## config.mk

```make
export PLATFORM = sky130hd
export DESIGN_NAME = uart_rx_stream_flat
export DESIGN_NICKNAME = d
export VERILOG_FILES = /design/src/rtl/uart_pkg.sv /design/src/rtl/uart_rx_stream_if.sv /design/src/rtl/uart_baud_tick.sv /design/src/rtl/uart_rx_stream.sv /design/src/flat_wrapper.sv
export SDC_FILE = /design/constraint.sdc
export NUM_CORES = 1
export LEC_CHECK = 0
export BUFFER_PORTS_ARGS = -buffer_cell sky130_fd_sc_hd__buf_2
export CAP_MARGIN = 10
export CORE_AREA = 4 4 69 71
export DETAILED_ROUTE_END_ITERATION = 6
export DIE_AREA = 0 0 73 75
export PLACE_DENSITY = 0.74
export SETUP_SLACK_MARGIN = 0.15
export SLEW_MARGIN = 20
export SYNTH_ARGS = -nofsm -noshare
export SYNTH_HDL_FRONTEND = slang
export SYNTH_SLANG_ARGS = --single-unit
```

## constraint.sdc

```tcl
create_clock -name clk -period 4.68 [get_ports clk]
set_input_delay 0.234 -clock clk [delete_from_list [all_inputs] [get_ports clk]]
set_output_delay 0.234 -clock clk [all_outputs]
set_load 0.02 [all_outputs]
```

## src/rtl/uart_pkg.sv

```systemverilog
// Shared UART definitions: frame width, receiver state encoding
// and default clock/baud settings used by the receiver and transmitter.
package uart_pkg;

  typedef enum logic [1:0] {
    IDLE,
    START,
    DATA,
    STOP
  } uart_state_e;

  localparam int DATA_W        = 8;
  localparam int DEF_CLK_FREQ  = 50_000_000;
  localparam int DEF_BAUD_RATE = 19_200;

endpackage

```

## src/rtl/uart_rx_stream_if.sv

```systemverilog
// Valid/ready byte stream leaving the UART receiver.
// The master holds rx_data stable while rx_valid is high.
interface uart_rx_stream_if;
  import uart_pkg::*;

  logic [DATA_W-1:0] rx_data;
  logic              rx_valid;
  logic              rx_ready;

  modport master (
    output rx_data,
    output rx_valid,
    input  rx_ready
  );

  modport slave (
    input  rx_data,
    input  rx_valid,
    output rx_ready
  );

endinterface

```

## src/rtl/uart_baud_tick.sv

```systemverilog
// Oversample tick generator: one-cycle tick every DIV clocks.
// clr_i holds the divider at zero so the next tick is phase-aligned.
module uart_baud_tick #(
  parameter int CLK_FREQ   = 50_000_000,
  parameter int BAUD_RATE  = 19_200,
  parameter int OVERSAMPLE = 16
) (
  input  logic clk,
  input  logic rst,
  input  logic clr_i,
  output logic tick_o
);

  localparam int DIV = CLK_FREQ / (BAUD_RATE * OVERSAMPLE);
  localparam int CW  = (DIV > 1) ? $clog2(DIV) : 1;
  localparam logic [CW-1:0] LAST = CW'(DIV - 1);

  logic [CW-1:0] cnt_q, cnt_d;

  always_comb begin
    cnt_d  = cnt_q + CW'(1);
    tick_o = 1'b0;
    if (clr_i) begin
      cnt_d = '0;
    end else if (cnt_q == LAST) begin
      cnt_d  = '0;
      tick_o = 1'b1;
    end
  end

  always_ff @(posedge clk or negedge rst) begin
    if (!rst) cnt_q <= '0;
    else      cnt_q <= cnt_d;
  end

endmodule

```

## src/rtl/uart_rx_stream.sv

```systemverilog
// 8N1 UART receiver with 3-sample majority voting and a
// valid/ready output register reporting framing and overrun errors.
module uart_rx_stream
  import uart_pkg::*;
#(
  parameter int CLK_FREQ   = DEF_CLK_FREQ,
  parameter int BAUD_RATE  = DEF_BAUD_RATE,
  parameter int OVERSAMPLE = 16
) (
  input  logic             clk,
  input  logic             rst,
  input  logic             rx,
  uart_rx_stream_if.master rx_if,
  output logic             frame_err,
  output logic             overrun,
  output logic             rx_busy
);

  localparam logic [3:0] S_LAST = 4'(OVERSAMPLE - 1);
  localparam logic [3:0] S_MID  = 4'(OVERSAMPLE / 2);
  localparam logic [3:0] S_SMID = 4'(OVERSAMPLE / 2 - 1);

  logic              rx_s1_q, rx_s2_q;
  logic [1:0]        sv_q;
  logic              arm_q, arm_d;
  uart_state_e       state_q, state_d;
  logic [3:0]        samp_q, samp_d;
  logic [2:0]        bit_q, bit_d;
  logic [1:0]        sh_q, sh_d;
  logic [DATA_W-1:0] shift_q, shift_d;
  logic [DATA_W-1:0] data_q, data_d;
  logic              valid_q, valid_d;
  logic              ferr_q, ovr_q;
  logic              tick, rxs, maj, hs;
  logic              stop_ok, stop_bad;

  assign rxs = rx_s2_q;
  assign maj = (sh_q[1] & sh_q[0]) | (sh_q[1] & rxs) | (sh_q[0] & rxs);
  assign hs  = valid_q & rx_if.rx_ready;

  uart_baud_tick #(
    .CLK_FREQ   (CLK_FREQ),
    .BAUD_RATE  (BAUD_RATE),
    .OVERSAMPLE (OVERSAMPLE)
  ) u_tick (
    .clk    (clk),
    .rst    (rst),
    .clr_i  (state_q == IDLE),
    .tick_o (tick)
  );

  // sv_q marks when the synchronizer holds real line samples
  always_ff @(posedge clk or negedge rst) begin
    if (!rst) begin
      rx_s1_q <= 1'b1;
      rx_s2_q <= 1'b1;
      sv_q    <= '0;
    end else begin
      rx_s1_q <= rx;
      rx_s2_q <= rx_s1_q;
      sv_q    <= {sv_q[0], 1'b1};
    end
  end

  always_comb begin
    state_d  = state_q;
    samp_d   = samp_q;
    bit_d    = bit_q;
    sh_d     = sh_q;
    shift_d  = shift_q;
    arm_d    = 1'b0;
    stop_ok  = 1'b0;
    stop_bad = 1'b0;
    if (tick) begin
      samp_d = (samp_q == S_LAST) ? '0 : samp_q + 4'd1;
      sh_d   = {sh_q[0], rxs};
    end
    case (state_q)
      IDLE: begin
        samp_d = '0;
        bit_d  = '0;
        arm_d  = arm_q | (sv_q[1] & rxs);
        if (arm_q && !rxs) state_d = START;
      end
      // a valid start runs to its end so data bits begin at index 0
      START: begin
        if (tick) begin
          if (samp_q == S_SMID && maj) begin
            state_d = IDLE;
          end else if (samp_q == S_LAST) begin
            samp_d  = '0;
            state_d = DATA;
          end
        end
      end
      DATA: begin
        if (tick) begin
          if (samp_q == S_MID) shift_d = {maj, shift_q[DATA_W-1:1]};
          if (samp_q == S_LAST) begin
            bit_d = bit_q + 3'd1;
            if (bit_q == 3'd7) state_d = STOP;
          end
        end
      end
      STOP: begin
        if (tick && samp_q == S_MID) begin
          state_d  = IDLE;
          stop_ok  = maj;
          stop_bad = !maj;
        end
      end
      default: state_d = IDLE;
    endcase
  end

  always_comb begin
    data_d  = data_q;
    valid_d = valid_q;
    if (hs) valid_d = 1'b0;
    if (stop_ok && (!valid_q || hs)) begin
      data_d  = shift_q;
      valid_d = 1'b1;
    end
  end

  always_ff @(posedge clk or negedge rst) begin
    if (!rst) begin
      state_q <= IDLE;
      arm_q   <= 1'b0;
      samp_q  <= '0;
      bit_q   <= '0;
      sh_q    <= '1;
      shift_q <= '0;
      data_q  <= '0;
      valid_q <= 1'b0;
      ferr_q  <= 1'b0;
      ovr_q   <= 1'b0;
    end else begin
      state_q <= state_d;
      arm_q   <= arm_d;
      samp_q  <= samp_d;
      bit_q   <= bit_d;
      sh_q    <= sh_d;
      shift_q <= shift_d;
      data_q  <= data_d;
      valid_q <= valid_d;
      ferr_q  <= stop_bad;
      ovr_q   <= stop_ok & valid_q & ~hs;
    end
  end

  assign rx_if.rx_data  = data_q;
  assign rx_if.rx_valid = valid_q;
  assign frame_err      = ferr_q;
  assign overrun        = ovr_q;
  assign rx_busy        = (state_q != IDLE);

endmodule

```

## src/flat_wrapper.sv

```systemverilog
// flat-port wrapper written by rule: the top's interface ports become plain ports
module uart_rx_stream_flat import uart_pkg::*;
#(
  parameter int CLK_FREQ   = DEF_CLK_FREQ,
  parameter int BAUD_RATE  = DEF_BAUD_RATE,
  parameter int OVERSAMPLE = 16
)
  (clk, rst, rx, frame_err, overrun, rx_busy, rx_if_rx_data, rx_if_rx_valid, rx_if_rx_ready);
  uart_rx_stream_if rx_if_i ();
  input  logic clk;
  input  logic rst;
  input  logic rx;
  output logic frame_err;
  output logic overrun;
  output logic rx_busy;
  output wire logic [$bits(rx_if_i.rx_data)-1:0] rx_if_rx_data;
  output wire logic [$bits(rx_if_i.rx_valid)-1:0] rx_if_rx_valid;
  input wire logic [$bits(rx_if_i.rx_ready)-1:0] rx_if_rx_ready;
  assign rx_if_rx_data = rx_if_i.rx_data;
  assign rx_if_rx_valid = rx_if_i.rx_valid;
  assign rx_if_i.rx_ready = rx_if_rx_ready;
  uart_rx_stream #(.CLK_FREQ(CLK_FREQ), .BAUD_RATE(BAUD_RATE), .OVERSAMPLE(OVERSAMPLE)) u_core (.clk(clk), .rst(rst), .rx(rx), .rx_if(rx_if_i), .frame_err(frame_err), .overrun(overrun), .rx_busy(rx_busy));
endmodule
```

### Yosys cells after proc, flatten, opt, wreduce, memory -nomap -nowiden

Index checks and enable logic that the tools add are counted.

| word-level totals | value |
|---|---|
| flip-flop bits (word level) | 43 |
| output and inout port bits | 12 |
| word-level logic and storage cells | 87 |

| operators by class | value |
|---|---|
| $add $sub $neg | 3 |
| equal/unequal tests | 15 |
| mux-type cells | 29 |
| bitwise gates (word level) | 11 |
| reductions and logical operators | 15 |

Operators with widths:

| operator | number |
|---|---|
| $mux W4 | 5 |
| $mux W2 | 8 |
| $mux W8 | 2 |
| $ne A2 B1 Y1 const B | 6 |
| $mux W1 | 9 |
| $add A8 B1 Y8 const B | 1 |
| $eq A4 B4 Y1 const B | 2 |
| $eq A8 B8 Y1 const B | 1 |
| $pmux W2 S4 | 1 |
| $pmux W4 S2 | 1 |
| $and A1 B1 Y1 | 7 |
| $reduce_and A7 Y1 | 1 |
| $mux W3 | 2 |
| $pmux W3 S2 | 1 |
| $reduce_and A3 Y1 | 2 |
| $reduce_bool A2 Y1 | 3 |
| $add A4 B1 Y4 const B | 1 |
| $eq A2 B2 Y1 const B | 2 |
| $eq A4 B3 Y1 const B | 1 |
| $logic_and A1 B1 Y1 | 4 |
| $add A3 B1 Y3 const B | 1 |
| $eq A3 B3 Y1 const B | 1 |
| $logic_not A1 Y1 | 3 |
| $ne A3 B1 Y1 const B | 1 |
| 5 further kinds | 7 |

### Depth between registers and ports, before layout

| logic depth | value |
|---|---|
| depth after elaboration | 8 |
| gate-level depth with buffers | 8 |

### Cells and area by module

A second synthesis with hierarchy kept.

| unflattened totals | value |
|---|---|
| cells, all modules | 154 |
| area total of the unflattened synthesis | 1970.6 um^2 |

Modules (own cells, without submodules):

| module | instances | cells an instance | area each (um^2) |
|---|---|---|---|
| uart_rx_stream | 1 | 116 | 1566.5 |
| uart_baud_tick | 1 | 38 | 404.1 |

### Worst setup path after synthesis

OpenSTA, ideal clock, no wires.

| timing | value |
|---|---|
| path type | reg-to-reg |
| from | register u_core.u_tick.cnt_q[1] |
| to | register u_core.data_q[0] (netlist: u_core.rx_if.rx_data[0]) |
| arrival time | 1.660 ns |
| required time | 4.555 ns |
| setup slack | 2.895 ns |
| cell stages (with the launch flop) | 9 |
| path buffers | 2 |
| clock period less this slack | 1.785 ns |
| cells stage by stage | dfrtp_1 > inv_1 > ha_1 > and4bb_4 > and2_4 > buf_6 > and4_4 > buf_12 > mux2_4 |

| between the ends | value |
|---|---|
| longest elaborated chain between the ends | 7 |

Ends and longest elaborated chain:

| what | line | RTL |
|---|---|---|
| start: declaration | uart_baud_tick.sv:18 | `logic [CW-1:0] cnt_q, cnt_d;` |
| start signal: assignment | uart_baud_tick.sv:33 | `else cnt_q <= cnt_d;` |
| $eq A8 B8 Y1 | uart_baud_tick.sv:25 | `end else if (cnt_q == LAST) begin` |
| $mux W1 | uart_baud_tick.sv:25 |  |
| $mux W1 | uart_baud_tick.sv:23 | `if (clr_i) begin` |
| $logic_and A1 B1 Y1 | uart_rx_stream.sv:106 | `if (tick && samp_q == S_MID) begin` |
| $mux W1 | uart_rx_stream.sv:106 |  |
| $mux W1 | uart_rx_stream.sv:78 | `case (state_q)` |
| $logic_and A1 B1 Y1 | uart_rx_stream.sv:120 | `if (stop_ok && (!valid_q \|\| hs)) begin` |
| end signal: assignment | uart_rx_stream.sv:145 | `data_q <= data_d;` |
| end: declaration | uart_rx_stream.sv:31 | `logic [DATA_W-1:0] data_q, data_d;` |

Every way passes these cells.
A chain may end at the register's enable or synchronous reset.

### Final worst setup path

| timing | value |
|---|---|
| from | register u_core.samp_q[0] |
| to | register u_core.data_q[1] (netlist: u_core.rx_if.rx_data[1]) |

| between the ends | value |
|---|---|
| longest elaborated chain between the ends | 5 |

Ends and longest elaborated chain:

| what | line | RTL |
|---|---|---|
| start: declaration | uart_rx_stream.sv:27 | `logic [3:0] samp_q, samp_d;` |
| start signal: assignment | uart_rx_stream.sv:141 | `samp_q <= samp_d;` |
| $eq A4 B4 Y1 | uart_rx_stream.sv:106 |  |
| $logic_and A1 B1 Y1 | uart_rx_stream.sv:106 |  |
| $mux W1 | uart_rx_stream.sv:106 |  |
| $mux W1 | uart_rx_stream.sv:78 |  |
| $logic_and A1 B1 Y1 | uart_rx_stream.sv:120 |  |

Every way passes these cells.

==> metrics <==
count of different cell masters after synthesis 37; WHS Endpoint u_core.rx_s1_q; final hold violations 0; HP Start rx; hold path cells 1; vias in the first global route 1,122; post-synthesis sequential area ratio 55.2%; post-synthesis async set-or-reset flop share 100%; root buffer cell clkbuf_8; port bufs 15; CTS sink cnt 43; layout cells sized above 1 30.5%; Core Rows 24; CP Capture Type flip-flop; Crit Path Max Fanout 8; Tot Pwr 779 uW; critical path type flip-flop to flip-flop; Syn Nets 169; Synth warnings 0; post-CTS setup buffer count 0; antenna violations before repair 0; Most used DFF post-synth dfrtp_1; crit path launch type flip-flop; IO Count 16; EDFF count, synth 0; Worst Path Required 4.85 ns; leading area contributor after synthesis dfrtp_1; Power Density 360 nW/um^2; Worst Tran Pin Value 0.930 ns; WL final 3120 um; Yosys reg bits 43; top cells by area, synth dfrtp_1 (50%), mux2_4 (6.1%), mux2_2 (5.8%); FF-to-FF path depth 6; routed vias/inst 5.03; Post-Synthesis Cells 159; die extent in x 73 um; status finished, final reports clean; largest net degree at the start of global routing 44; Final Slew Violations 0; CTS tree yes; Hold Crit Class input port to flip-flop; GRT Total Usage 12.5%; HPWL Detailed 2240 um; Post-synth top cells dfrtp_1 (39), nor2_1 (14), nand2_1 (12), nand3_1 (12), mux2_2 (10); crit share post-route 39.4%; # diodes 0; # setup viols final 0; GR Overflow Total 0; drt pass-1 iters 4; max_cap viols 0; RR Startpoint u_core.samp_q[0]; skew final 0.00804 ns; Worst Path Arrival 2.02 ns; final setup TNS 0 ns; Post-CTS Resized 0; effective utilization at floorplan 46.2%; max frequency 542 MHz; highest ir drop seen on vdd 0.265 mV; Final ANT Viol Nets 0; LEAKAGE 1.05 nW; unrepaired setup endpoints after global routing no; core area 4230 sq um; share of the synthesized area in the top cell type 49.9%; routability cong. 0.843; die area 5480 sq um; FF-to-FF setup slack 2.83 ns; later-pin clock latency in the skew report 0.29 ns; Rel. slew slack 38.0%; top-count cell post-synth dfrtp_1; syn avg cell area 12.3 sq um; CTS Hold Bufs 0; die height 75 um; first-pass GRT wire length 5200 um; Area growth syn-to-layout 10.6%; Num CTS Buffers 5; routed len/inst 13.6 um; Layout Nets 186; via count 1,153; clock buffer depth 2; clock slew at reported path FFs 0.08 ns; Residual DRC 0; H-tree levels 2; crit path time final 1.85 ns; # fillers 367; 1st-iter DRT viols 43; Worst R2R End u_core.rx_if.rx_data[1]; Post-Synthesis Cell Area 1960 sq um
==> layout by cell type, fill, tap and decap left out, drive strengths merged <==
| master | netlist | layout |
|---|---|---|
| xnor2 | 4 | 4 |
| nand2 | 12 | 12 |
| buf | 3 | 15 |
| o31ai | 1 | 1 |
| a21o | 1 | 1 |
| a211oi | 1 | 1 |
| dfrtp | 39 | 39 |
| maj3 | 1 | 1 |
| and4bb | 1 | 1 |
| bufinv | 0 | 1 |
| a21oi | 5 | 5 |
| conb | 1 | 1 |
| nor3 | 4 | 4 |
| o311ai | 3 | 3 |
| and2 | 2 | 2 |
| a41oi | 2 | 2 |
| clkinv | 0 | 1 |
| mux2 | 18 | 18 |
| clkbuf | 2 | 6 |
| nor2 | 14 | 14 |
| dfstp | 4 | 4 |
| or2b | 1 | 1 |
| nand2b | 1 | 1 |
| nand3 | 13 | 13 |
| and3b | 1 | 1 |
| and3 | 4 | 4 |
| xor2 | 4 | 4 |
| nor2b | 2 | 2 |
| ha | 6 | 6 |
| inv | 6 | 6 |
| nor3b | 1 | 1 |
| and4 | 1 | 1 |
| nand4 | 1 | 1 |
==> flip-flops by register name, indices dropped and copies added (netlist names), named ones only <==
register and count:
u_core.rx_if.rx_data 8, u_core.state_q 1, u_core.sh_q 2, u_core.rx_if.rx_valid 1, u_core.overrun 1, u_core.shift_q 8
u_core.rx_s2_q 1, u_core.sv_q 2, u_core.rx_s1_q 1, u_core.frame_err 1, u_core.samp_q 4, u_core.arm_q 1
u_core.bit_q 3, u_core.u_tick.cnt_q 8
==> how the worst max path moves through the flow <==
stage | slack (ns) | endpoint | start
2_1_floorplan | 2.90 | u_core.rx_if.rx_data[0] | u_core.u_tick.cnt_q[1]
3_3_place_gp | 2.85 | u_core.rx_if.rx_data[6] | u_core.samp_q[0]
4_1_cts | 2.84 | u_core.rx_if.rx_data[1] | u_core.samp_q[0]
3_5_place_dp | 2.83 | u_core.rx_if.rx_data[5] | u_core.samp_q[0]
6_report | 2.83 | u_core.rx_if.rx_data[1] | u_core.samp_q[0]
5_1_grt | 2.74 | u_core.rx_if.rx_data[1] | u_core.samp_q[0]
==> cells by family (layout without fill, tap and decap cells) <==
group,after synthesis,after routing,synth area share (%)
adder cells (fa/ha/maj),7,7,4.35
AND/OR/NAND/NOR,58,58,16.3
other,1,1,0.192
multiplexers,18,18,11.9
buffers and inverters,11,29,3.71
XOR/XNOR,8,8,3.58
AO/OA/AOI/OAI,13,13,4.73
flip-flops,43,43,55.2
==> layer usage <==
layer | share of wire, % | global-route usage [%] | up-vias | wire length, um
met2 | 48 | 19.3 | 18 | 1500
met4 | 0.58 | 3.69 | 0 | 18
met5 | 0 | 0 | - | 0
met3 | 3.7 | 4.14 | 4 | 114
li1 | - | - | 582 | -
met1 | 48 | 16.9 | 549 | 1480
==> area by class of cell <==
| type | instances | area (sq um) | share of cell area, % |
|---|---|---|---|
| Clock buffer | 6 | 82.6 | 3.82 |
| Clock inverter | 2 | 35.0 | 1.62 |
| Inverter | 6 | 22.5 | 1.04 |
| Multi-Input combinational cell | 105 | 803 | 37.1 |
| Sequential cell | 43 | 1080 | 49.9 |
| Tap cell | 52 | 65.1 | 3.01 |
| Timing Repair Buffer | 15 | 75.1 | 3.47 |
==> power by group <==
group | internal (mW) | total [mW] | switching, mW
Sequential | 0.395 | 0.420 | 0.0249
Clock | 0.173 | 0.291 | 0.118
Combinational | 0.0298 | 0.0684 | 0.0386
Total | 0.597 | 0.779 | 0.182
==> critical path, stage by stage, from the launching register on <==
cell     delay [ns]
dfrtp_1        0.44
inv_1          0.08
ha_1           0.13
and3b_1        0.26
nor2b_4        0.18
and4_4         0.33
mux2_4         0.32
==> stage by stage <==
step                      cell area [sq um]  cells  setup WS [ns]  utilization [%]  hold WS, ns
final                                  2160    229           2.83             51.1       0.0464
after global routing                   2160    229           2.74             51.1       0.0310
after CTS                              2160    229           2.84             51.1       0.0382
after detailed placement               2050    221           2.83             48.3        0.341
after global placement                 2050    221           2.85             48.3        0.332
after floorplan                        1960    159           2.90                -      -0.0616
Note: power is estimated with default switching activity, not from simulation.
